`src/rtl/serial_sub_pkg.sv`:
```
// Package for the bit-serial subtractor.
// Holds the FSM state encoding and the initial borrow value loaded on accept.
package serial_sub_pkg;

  typedef enum logic [1:0] {
    ST_IDLE = 2'd0,
    ST_RUN  = 2'd1,
    ST_DONE = 2'd2
  } state_e;

  localparam logic BORROW_INIT = 1'b0;

endpackage

```
`src/rtl/full_subtractor_cell.sv`:
```
// One-bit full subtractor: d = a - b - bin, with borrow out.
// Ports:
//   a    - minuend bit
//   b    - subtrahend bit
//   bin  - borrow in
//   d    - difference bit
//   bout - borrow out
module full_subtractor_cell (
  input  logic a,
  input  logic b,
  input  logic bin,
  output logic d,
  output logic bout
);

  assign d    = a ^ b ^ bin;
  assign bout = (~a & b) | (~(a ^ b) & bin);

endmodule

```
`src/rtl/serial_subtractor.sv`:
```
// Bit-serial W-bit subtractor, D = A - B, processed LSB first at one bit per clock.
// valid/ready handshake on the operand and result sides; one operation in flight.
// Optional feature: define SUB_OVF_EN to add the signed-overflow output OVF.
// Ports:
//   clk, rst_n          - clock (rising edge), asynchronous active-low reset
//   in_valid, in_ready  - operand handshake
//   A, B                - minuend, subtrahend
//   out_valid, out_ready- result handshake
//   D                   - difference, A - B mod 2^W
//   BOUT                - borrow out, 1 iff A < B (unsigned)
//   OVF                 - signed overflow (SUB_OVF_EN only)
module serial_subtractor
  import serial_sub_pkg::*;
#(
  parameter int unsigned W = 4
) (
  input  logic         clk,
  input  logic         rst_n,
  input  logic         in_valid,
  output logic         in_ready,
  input  logic [W-1:0] A,
  input  logic [W-1:0] B,
  output logic         out_valid,
  input  logic         out_ready,
  output logic [W-1:0] D,
  output logic         BOUT
`ifdef SUB_OVF_EN
  ,
  output logic         OVF
`endif
);

  localparam int unsigned CW = $clog2(W + 1);

  state_e         state_q, state_d;
  logic [CW-1:0]  count_q, count_d;
  logic [W-1:0]   a_q, a_d;
  logic [W-1:0]   b_q, b_d;
  logic [W-1:0]   d_q, d_d;
  logic           br_q, br_d;
  logic           bout_q, bout_d;
  logic           out_valid_q, out_valid_d;
`ifdef SUB_OVF_EN
  logic           ovf_q, ovf_d;
`endif

  logic diff_bit;
  logic borrow_nxt;

  full_subtractor_cell u_cell (
    .a    (a_q[0]),
    .b    (b_q[0]),
    .bin  (br_q),
    .d    (diff_bit),
    .bout (borrow_nxt)
  );

  always_comb begin
    state_d     = state_q;
    count_d     = count_q;
    a_d         = a_q;
    b_d         = b_q;
    d_d         = d_q;
    br_d        = br_q;
    bout_d      = bout_q;
    out_valid_d = out_valid_q;
`ifdef SUB_OVF_EN
    ovf_d       = ovf_q;
`endif
    case (state_q)
      ST_IDLE: begin
        if (in_valid) begin
          a_d     = A;
          b_d     = B;
          br_d    = BORROW_INIT;
          count_d = '0;
          state_d = ST_RUN;
        end
      end
      ST_RUN: begin
        a_d     = a_q >> 1;
        b_d     = b_q >> 1;
        // Result enters at the MSB so after W shifts bit 0 lands in D[0].
        d_d     = {diff_bit, d_q[W-1:1]};
        br_d    = borrow_nxt;
        count_d = count_q + CW'(1);
        if (count_q == CW'(W - 1)) begin
          bout_d      = borrow_nxt;
          out_valid_d = 1'b1;
          state_d     = ST_DONE;
`ifdef SUB_OVF_EN
          // On the last bit a_q[0]/b_q[0] are the operand sign bits.
          ovf_d = (a_q[0] ^ b_q[0]) & (a_q[0] ^ diff_bit);
`endif
        end
      end
      ST_DONE: begin
        if (out_ready) begin
          out_valid_d = 1'b0;
          state_d     = ST_IDLE;
        end
      end
      default: state_d = ST_IDLE;
    endcase
  end

  always_ff @(posedge clk or negedge rst_n) begin
    if (!rst_n) begin
      state_q     <= ST_IDLE;
      count_q     <= '0;
      a_q         <= '0;
      b_q         <= '0;
      d_q         <= '0;
      br_q        <= BORROW_INIT;
      bout_q      <= 1'b0;
      out_valid_q <= 1'b0;
`ifdef SUB_OVF_EN
      ovf_q       <= 1'b0;
`endif
    end else begin
      state_q     <= state_d;
      count_q     <= count_d;
      a_q         <= a_d;
      b_q         <= b_d;
      d_q         <= d_d;
      br_q        <= br_d;
      bout_q      <= bout_d;
      out_valid_q <= out_valid_d;
`ifdef SUB_OVF_EN
      ovf_q       <= ovf_d;
`endif
    end
  end

  // Held low while reset is asserted.
  assign in_ready  = rst_n & (state_q == ST_IDLE);
  assign out_valid = out_valid_q;
  assign D         = d_q;
  assign BOUT      = bout_q;
`ifdef SUB_OVF_EN
  assign OVF       = ovf_q;
`endif

endmodule

```
`config.mk`:
```
export PLATFORM = sky130hd
export DESIGN_NAME = serial_subtractor
export DESIGN_NICKNAME = d
export VERILOG_FILES = /design/src/rtl/serial_sub_pkg.sv /design/src/rtl/full_subtractor_cell.sv /design/src/rtl/serial_subtractor.sv
export SDC_FILE = /design/constraint.sdc
export NUM_CORES = 1
export LEC_CHECK = 0
export ABC_AREA = 1
export CAP_MARGIN = 25
export CORE_MARGIN = 5
export CORE_UTILIZATION = 30
export CTS_BUF_LIST = sky130_fd_sc_hd__clkbuf_8
export CTS_CLUSTER_DIAMETER = 120
export DETAILED_ROUTE_END_ITERATION = 7
export PLACE_DENSITY = 0.59
export SYNTH_ARGS = -nofsm -noshare
export SYNTH_HDL_FRONTEND = slang
export SYNTH_HIERARCHICAL = 1
export SYNTH_SLANG_ARGS = --single-unit
export TNS_END_PERCENT = 30
```
`constraint.sdc`:
```
create_clock -name clk -period 1.65 [get_ports clk]
set_clock_uncertainty 0.2 [all_clocks]
set_input_delay 0.33 -clock clk [delete_from_list [all_inputs] [get_ports clk]]
set_output_delay 0.33 -clock clk [all_outputs]
set_load 0.02 [all_outputs]
```
==> results of run 1 <==
[flip-flops by register name (all words and copies together) (netlist names)]
| signal | count |
|---|---|
| D | 4 |
| a_q | 4 |
| b_q | 4 |
| count_q | 3 |
| state_q | 2 |
| BOUT | 1 |
| br_q | 1 |
| out_valid | 1 |
[where the power goes]
group / leakage, uW / switching (uW) / internal, uW / total [uW]
clock network: 0.0000288 / 155 / 212 / 367
registers: 0.000245 / 121 / 724 / 845
logic: 0.000403 / 683 / 453 / 1140
total: 0.000677 / 959 / 1390 / 2350
[worst paths after layout]
check / end / slack (ps) / cells past startpoint
worst max-delay path: D[3] / 140 / 1
worst min-delay path: out_valid / 270 / 2
worst max register to register: b_q[0] / 160 / 6
worst min register to register: out_valid / 270 / 2
max in group asynchronous: br_q / 630 / 3
min in group asynchronous: state_q[1] / 410 / 3
[repair_timing]
| item | CTS | global route |
|---|---|---|
| hold endpoints to repair | 0 | 20 |
| resized for setup | 13 | 1 |
| hold buffers | 0 | 1 |
| setup endpoints to repair | 7 | 1 |
[cell usage after synthesis]
| library cell | instances | area, um^2 |
|---|---|---|
| sky130_fd_sc_hd__a21oi_1 | 2 | 10.0 |
| sky130_fd_sc_hd__buf_4 | 3 | 22.5 |
| sky130_fd_sc_hd__dfrtp_1 | 20 | 500 |
| sky130_fd_sc_hd__fa_1 | 1 | 20.0 |
| sky130_fd_sc_hd__ha_1 | 2 | 25.0 |
| sky130_fd_sc_hd__inv_1 | 19 | 71.3 |
| sky130_fd_sc_hd__inv_2 | 1 | 3.75 |
| sky130_fd_sc_hd__nand2_1 | 46 | 173 |
| sky130_fd_sc_hd__nand2_2 | 2 | 12.5 |
| sky130_fd_sc_hd__nand3_1 | 7 | 35.0 |
| sky130_fd_sc_hd__nor2_1 | 1 | 3.75 |
| sky130_fd_sc_hd__nor2_4 | 1 | 11.3 |
| sky130_fd_sc_hd__nor3b_1 | 1 | 7.51 |
| sky130_fd_sc_hd__o21ai_0 | 6 | 30.0 |
| sky130_fd_sc_hd__o21ai_1 | 1 | 5.00 |
| sky130_fd_sc_hd__o21ai_2 | 1 | 8.76 |
| sky130_fd_sc_hd__o31ai_1 | 1 | 7.51 |
[cell families (layout without fill, tap and decap cells)]
| kind of cell | after synthesis | in the layout | synth area share |
|---|---|---|---|
| AOI/OAI and AO/OA | 11 | 11 | 0.0647 |
| adders and majority gates | 3 | 3 | 0.0476 |
| buffers and inverters | 23 | 49 | 0.103 |
| DFF | 20 | 20 | 0.528 |
| and+or+nand+nor | 58 | 58 | 0.256 |
[layout make-up]
class / instances / share of cell area
Sequential cell: 20 / 0.395
Multi-Input combinational cell: 72 / 0.279
Timing Repair Buffer: 25 / 0.180
Inverter: 20 / 0.0592
Clock buffer: 4 / 0.0434
Tap cell: 44 / 0.0434
[metrics by stage]
step	utilization	worst slack, ps	hold slack [ps]	area, um^2
floorplan	-	16.9	-166	947
global placement	0.395	-498	256	1200
detailed placement	0.395	-501	263	1200
CTS	0.411	8.83	234	1250
global route	0.415	56.9	302	1270
finish	0.415	136	271	1270
[metal layers]
layer,routed length (um),up-vias,part of all wire,GRT usage
met2,877,17,0.47,0.161
met1,872,353,0.46,0.121
met3,98,2,0.052,0.0357
met5,0,-,0,0
li1,-,397,-,-
met4,27,0,0.014,0.0381
[tightest hold or removal path, cell delays in order, from the launching register on]
cell	delay, ps
sky130_fd_sc_hd__dfrtp_1	340
sky130_fd_sc_hd__nand2_1	50
sky130_fd_sc_hd__nand2_1	50
==> summary.md, run 1 <==
| Metric | Value |
|---|---|
| Hold Vio Cnt, Final | `0` |
| Result of the run | `finished clean` |
| Floorplan row count | `20` |
| Post-Route WL | `around 1.9 mm` |
| RSZ-0062 raised after global routing | `false` |
| Combined area of the multi-input logic cells | `354 um^2` |
| CTS root buffer | `sky130_fd_sc_hd__clkbuf_8` |
| Post-placement cell count | `180` |
| Non-filler cells, final | `approximately 190` |
| Commonest cells after routing, fill and taps aside | `sky130_fd_sc_hd__nand2_1, sky130_fd_sc_hd__dfrtp_1, sky130_fd_sc_hd__inv_1` |
| Global placer's final weighted congestion | `between 0.6 and 0.7` |
| First-pass GRT wire length | `about 3.3 mm` |
| Maximum number of pins on one net before global-route repair | `21` |
| Max stage delay cell, worst path | `sky130_fd_sc_hd__dfrtp_1` |
| Worst VDD drop | `0.000690 V` |
| Total GRT Usage | `0.0999` |
| Clock buffer depth | `2` |
| Total overflow reported by the global router | `0` |
| Worst Hold Class | `reg2reg` |
| Register area | `~500 um^2` |
| Routed WL per cell | `between 10 and 15 um` |
| Proportion of synthesized chip area in sequential cells | `0.528` |
| Number of antenna violations at the first check in global routing | `0` |
| Launch point of the worst hold path | `out_valid` |
| Post-layout nets | `around 160` |
| Leak Pwr | `0.000677 uW` |
| Setup TNS Final | `0 ps` |
| Cell family with most CP delay | `flip-flops` |
| Final ANT Viol Nets | `0` |
| Syn. warnings | `6` |
| Remaining design rule violation count | `0` |
| Core Area | `roughly 3000 um^2` |
| FF-to-FF Start | `state_q[1]` |
| Die ar. | `between 4000 and 5000 um^2` |
| Max Transition Viols Final | `0` |
| Critical path start-end classification | `reg2out` |
| Netlist area before placement | `approximately 950 um^2` |
| Clock-pin slew on the worst setup and hold paths | `70 ps` |
| Largest incremental delay on the critical path | `approximately 400 ps` |
| Vias in the first global route | `746` |
| Transition time at the pin with the least slew margin | `approximately 270 ps` |
| Number of sinks on the clock net | `20` |
| Ratio of final minimum period to clock period | `0.918` |
| Floorplan die width | `about 66 um` |
| Post-route minimum period | `~1500 ps` |
| Max-slew headroom at the worst pin | `0.820` |
| Arrival time reported for the critical path endpoint | `slightly below 1000 ps` |
| Number of buffers inserted during clock tree synthesis | `3` |
| Initial core utilization | `0.310` |
| Largest fanout on the critical path | `3` |
| Required time worst endpoint | `about 1100 ps` |
| Worst-skew pair later-pin latency | `250 ps` |
| Share of final-layout standard cells stronger than drive strength 1 | `0.121` |
| Post-synthesis instance total | `115` |
| Post-layout total power | `2350 uW` |
| Number of buffers added on ports | `18` |
| Detail-routed via count per cell | `between 4 and 5` |
| Synthesized area divided by synthesized cell count | `~8 um^2` |
| Most frequent standard cell in the layout excluding fill and tap cells | `sky130_fd_sc_hd__nand2_1` |
| HPWL after detailed placement | `about 1.4 mm` |
| Setup violations, final | `0` |
| Level count of the clock H-tree | `1` |
| Routed vias | `a little under 800` |
| Cell chain of the critical path | `dlygate4sd2_1` |
| Layout Area Growth over Synthesis | `33.8%` |
| Worst Setup End Kind | `output port` |
| Number of nets produced by synthesis | `130` |
| Total of flip-flops plus latches after synthesis | `20` |
| Reported max-cap violation count | `0` |
| Number of fillers in the final layout | `around 320` |
| Total power density per cell area | `1850 nW/um^2` |
| Die height | `66.2 um` |
| Launching element type of the critical path | `flip-flop` |
| TritonCTS clock tree | `built` |
| Count of different cell masters after synthesis | `17` |
| Detailed-routing iteration count for the pre-antenna-repair pass | `4` |
| Iter 0 DRT Violations | `37` |
| Number of placed I/O pins | `19` |
| Worst setup startpoint | `D[3]` |
| Buffers plus inverters on the worst setup path | `1` |
| Achievable frequency | `about 0.66 GHz` |
| Diodes inserted | `0` |
| Number of post-CTS setup repair buffers | `0` |
Power figures use the tool's default switching activity.
==> run 2: changes to the inputs <==
--- a/config.mk
+++ b/config.mk
@@ -8,11 +8,11 @@
 export ABC_AREA = 1
 export CAP_MARGIN = 25
 export CORE_MARGIN = 5
-export CORE_UTILIZATION = 30
+export CORE_UTILIZATION = 45
 export CTS_BUF_LIST = sky130_fd_sc_hd__clkbuf_8
 export CTS_CLUSTER_DIAMETER = 120
 export DETAILED_ROUTE_END_ITERATION = 7
-export PLACE_DENSITY = 0.59
+export PLACE_DENSITY = 0.79
 export SYNTH_ARGS = -nofsm -noshare
 export SYNTH_HDL_FRONTEND = slang
 export SYNTH_HIERARCHICAL = 1
==> run 2 against run 1 <==
- sequential power about the same
- core utilization increased by 21 points
- via count increased by 1.8%
- first-iteration DRC count decreased by 81%
- sequential cell count unchanged
- sequential share of layout area increased by 1.0 points
- die area decreased by 29%
- clock-buffer cell count unchanged
- largest cell class unchanged
==> summary.md, run 2 (synthesis results as in run 1) <==
| Metric | Value |
|---|---|
| Result of the run | `finished clean (unchanged)` |
| Vias in the first global route | `844 (was 746)` |
| Largest incremental delay on the critical path | `400 ps (about the same)` |
| Initial core utilization | `0.478 (was 0.310)` |
| HPWL after detailed placement | `1.27 mm (was 1.44 mm)` |
| Remaining design rule violation count | `0 (unchanged)` |
| Transition time at the pin with the least slew margin | `255 ps (was 269 ps)` |
| Number of buffers inserted during clock tree synthesis | `3 (unchanged)` |
| First-pass GRT wire length | `3.42 mm (was 3.29 mm)` |
| Buffers plus inverters on the worst setup path | `1 (unchanged)` |
| Floorplan row count | `16 (was 20)` |
| Die ar. | `3120 um^2 (was 4380 um^2)` |
| Post-layout total power | `2350 uW (about the same)` |
| Number of post-CTS setup repair buffers | `0 (unchanged)` |
| Number of fillers in the final layout | `191 (was 324)` |
| Clock-pin slew on the worst setup and hold paths | `80 ps (was 70 ps)` |
| Clock buffer depth | `2 (unchanged)` |
| Achievable frequency | `0.659 GHz (was 0.660 GHz)` |
| Level count of the clock H-tree | `1 (unchanged)` |
| TritonCTS clock tree | `built (unchanged)` |
| Total non-filler cell area in the finished layout | `1230 um^2 (was 1270 um^2)` |
| Detailed-routing iteration count for the pre-antenna-repair pass | `4 (unchanged)` |
| Hold Vio Cnt, Final | `0 (unchanged)` |
| Maximum number of pins on one net before global-route repair | `21 (unchanged)` |
| Required time worst endpoint | `1120 ps (about the same)` |
| Routed vias | `783 (was 769)` |
| Max-slew headroom at the worst pin | `0.830 (was 0.820)` |
| Max Transition Viols Final | `0 (unchanged)` |
| Routed WL per cell | `10.9 um (was 10.1 um)` |
| Post-route minimum period | `1520 ps (was 1510 ps)` |
| Combined area of the multi-input logic cells | `354 um^2 (unchanged)` |
| Total power density per cell area | `1900 nW/um^2 (was 1850 nW/um^2)` |
| Final ANT Viol Nets | `0 (unchanged)` |
| Die height | `55.9 um (was 66.2 um)` |
| Post-layout nets | `156 (was 157)` |
| Worst slack after detailed placement | `-514 ps (was -501 ps)` |
| Commonest cells after routing, fill and taps aside | `sky130_fd_sc_hd__nand2_1, sky130_fd_sc_hd__dfrtp_1, sky130_fd_sc_hd__inv_1 (unchanged)` |
| Worst-skew pair later-pin latency | `260 ps (was 250 ps)` |
| Layout Area Growth over Synthesis | `30.4% (was 33.8%)` |
| Core Area | `1980 um^2 (was 3050 um^2)` |
| Max stage delay cell, worst path | `sky130_fd_sc_hd__dfrtp_1 (unchanged)` |
| Ratio of final minimum period to clock period | `0.919 (was 0.918)` |
| Placed instance area | `1180 um^2 (was 1200 um^2)` |
| Final-layout worst hold slack | `266 ps (was 271 ps)` |
| Number of antenna violations at the first check in global routing | `0 (unchanged)` |
| Most frequent standard cell in the layout excluding fill and tap cells | `sky130_fd_sc_hd__nand2_1 (unchanged)` |
| Cell family with most CP delay | `flip-flops (unchanged)` |
| Largest fanout on the critical path | `3 (unchanged)` |
| Cell chain of the critical path | `dlygate4sd2_1 (unchanged)` |
| Share of final-layout standard cells stronger than drive strength 1 | `0.114 (was 0.121)` |
| Met3 capacity usage during global routing | `0.0371 (was 0.0357)` |
| Register area | `500 um^2 (unchanged)` |
| Global placer's final weighted congestion | `0.749 (was 0.700)` |
| Global route hottest layer | `met2 (unchanged)` |
| Worst Setup End Kind | `output port (unchanged)` |
| Detail-routed via count per cell | `4.69 (was 4.16)` |
| Iter 0 DRT Violations | `7 (was 37)` |
| Total overflow reported by the global router | `0 (unchanged)` |
| Reported max-cap violation count | `0 (unchanged)` |
| Post-Route WL | `1.82 mm (was 1.88 mm)` |
| Floorplan die width | `55.9 um (was 66.2 um)` |
| Leak Pwr | `0.000664 uW (was 0.000677 uW)` |
| Critical path start-end classification | `reg2out (unchanged)` |
| GR met1 Demand/Resource | `0.172 (was 0.121)` |
| Diodes inserted | `0 (unchanged)` |
| Number of sinks on the clock net | `20 (unchanged)` |
| Post-layout worst setup margin | `133 ps (was 136 ps)` |
| Number of buffers added on ports | `18 (unchanged)` |
| Arrival time reported for the critical path endpoint | `990 ps (was 980 ps)` |
| RSZ-0062 raised after global routing | `false (unchanged)` |
| CTS root buffer | `sky130_fd_sc_hd__clkbuf_8 (unchanged)` |
| Utilization after layout | `0.623 (was 0.415)` |
| Met2 Usage GRT | `0.209 (was 0.161)` |
| Number of placed I/O pins | `19 (unchanged)` |
| Setup violations, final | `0 (unchanged)` |
| Worst VDD drop | `0.000964 V (was 0.000690 V)` |
| Worst Hold Class | `reg2reg (unchanged)` |
| Total GRT Usage | `0.135 (was 0.0999)` |
| Launching element type of the critical path | `flip-flop (unchanged)` |
-- run 2: cell count changes in the layout (fill, tap and decap cells not counted), sizes merged --
cell          before  now
dlygate4sd2        6    7
buf                7    6
dlymetal6s2s       1    0
-- run 2: layout make-up --
type                    instances  share of cell area
well taps                      27              0.0274
flip-flops and latches         20               0.405
clock buffers                   4              0.0446
repair buffers                 24               0.175
inverters                      20              0.0608
multi-input cells              72               0.287
-- run 2: where the power goes --
group	switching [uW]	internal [uW]	leakage, uW	total, uW
Combinational	688	437	0.000390	1130
Sequential	121	724	0.000245	845
Clock	165	213	0.0000288	377
-- run 2: metal layers --
metal | vias up | wire (um)
li1 | 396 | -
met1 | 360 | 840
met2 | 24 | 826
met3 | 3 | 117
met4 | 0 | 32
met5 | - | 0
-- run 2: repair_timing --
action	CTS	global route
hold buffers	1	0
endpoints found under the setup margin	7	0
gates resized for setup	14	0
endpoints found under the hold margin	20	0
-- run 2: worst min-delay path: stages, from the launching register on --
cell and delay [ps]:
sky130_fd_sc_hd__dfrtp_1 340, sky130_fd_sc_hd__nand2_1 50, sky130_fd_sc_hd__nand2_1 40
-- run 2: metrics by stage --
| step | std cells | TNS, ps |
|---|---|---|
| detailed placement | 162 | -514 |
| floorplan | 115 | 0 |
| global placement | 162 | -474 |
| CTS | 167 | 0 |
| global route | 167 | 0 |
| finish | 167 | 0 |
-- run 2: worst paths after layout --
path	slack [ps]	from	endpoint	cells after the start
min reg2reg	270	out_valid	out_valid	2
max	130	D[3]	D[3]	1
max in group asynchronous	550	rst_n	D[2]	3
min in group asynchronous	490	rst_n	state_q[1]	3
max reg2reg	190	state_q[1]	b_q[2]	7
min	270	out_valid	out_valid	2
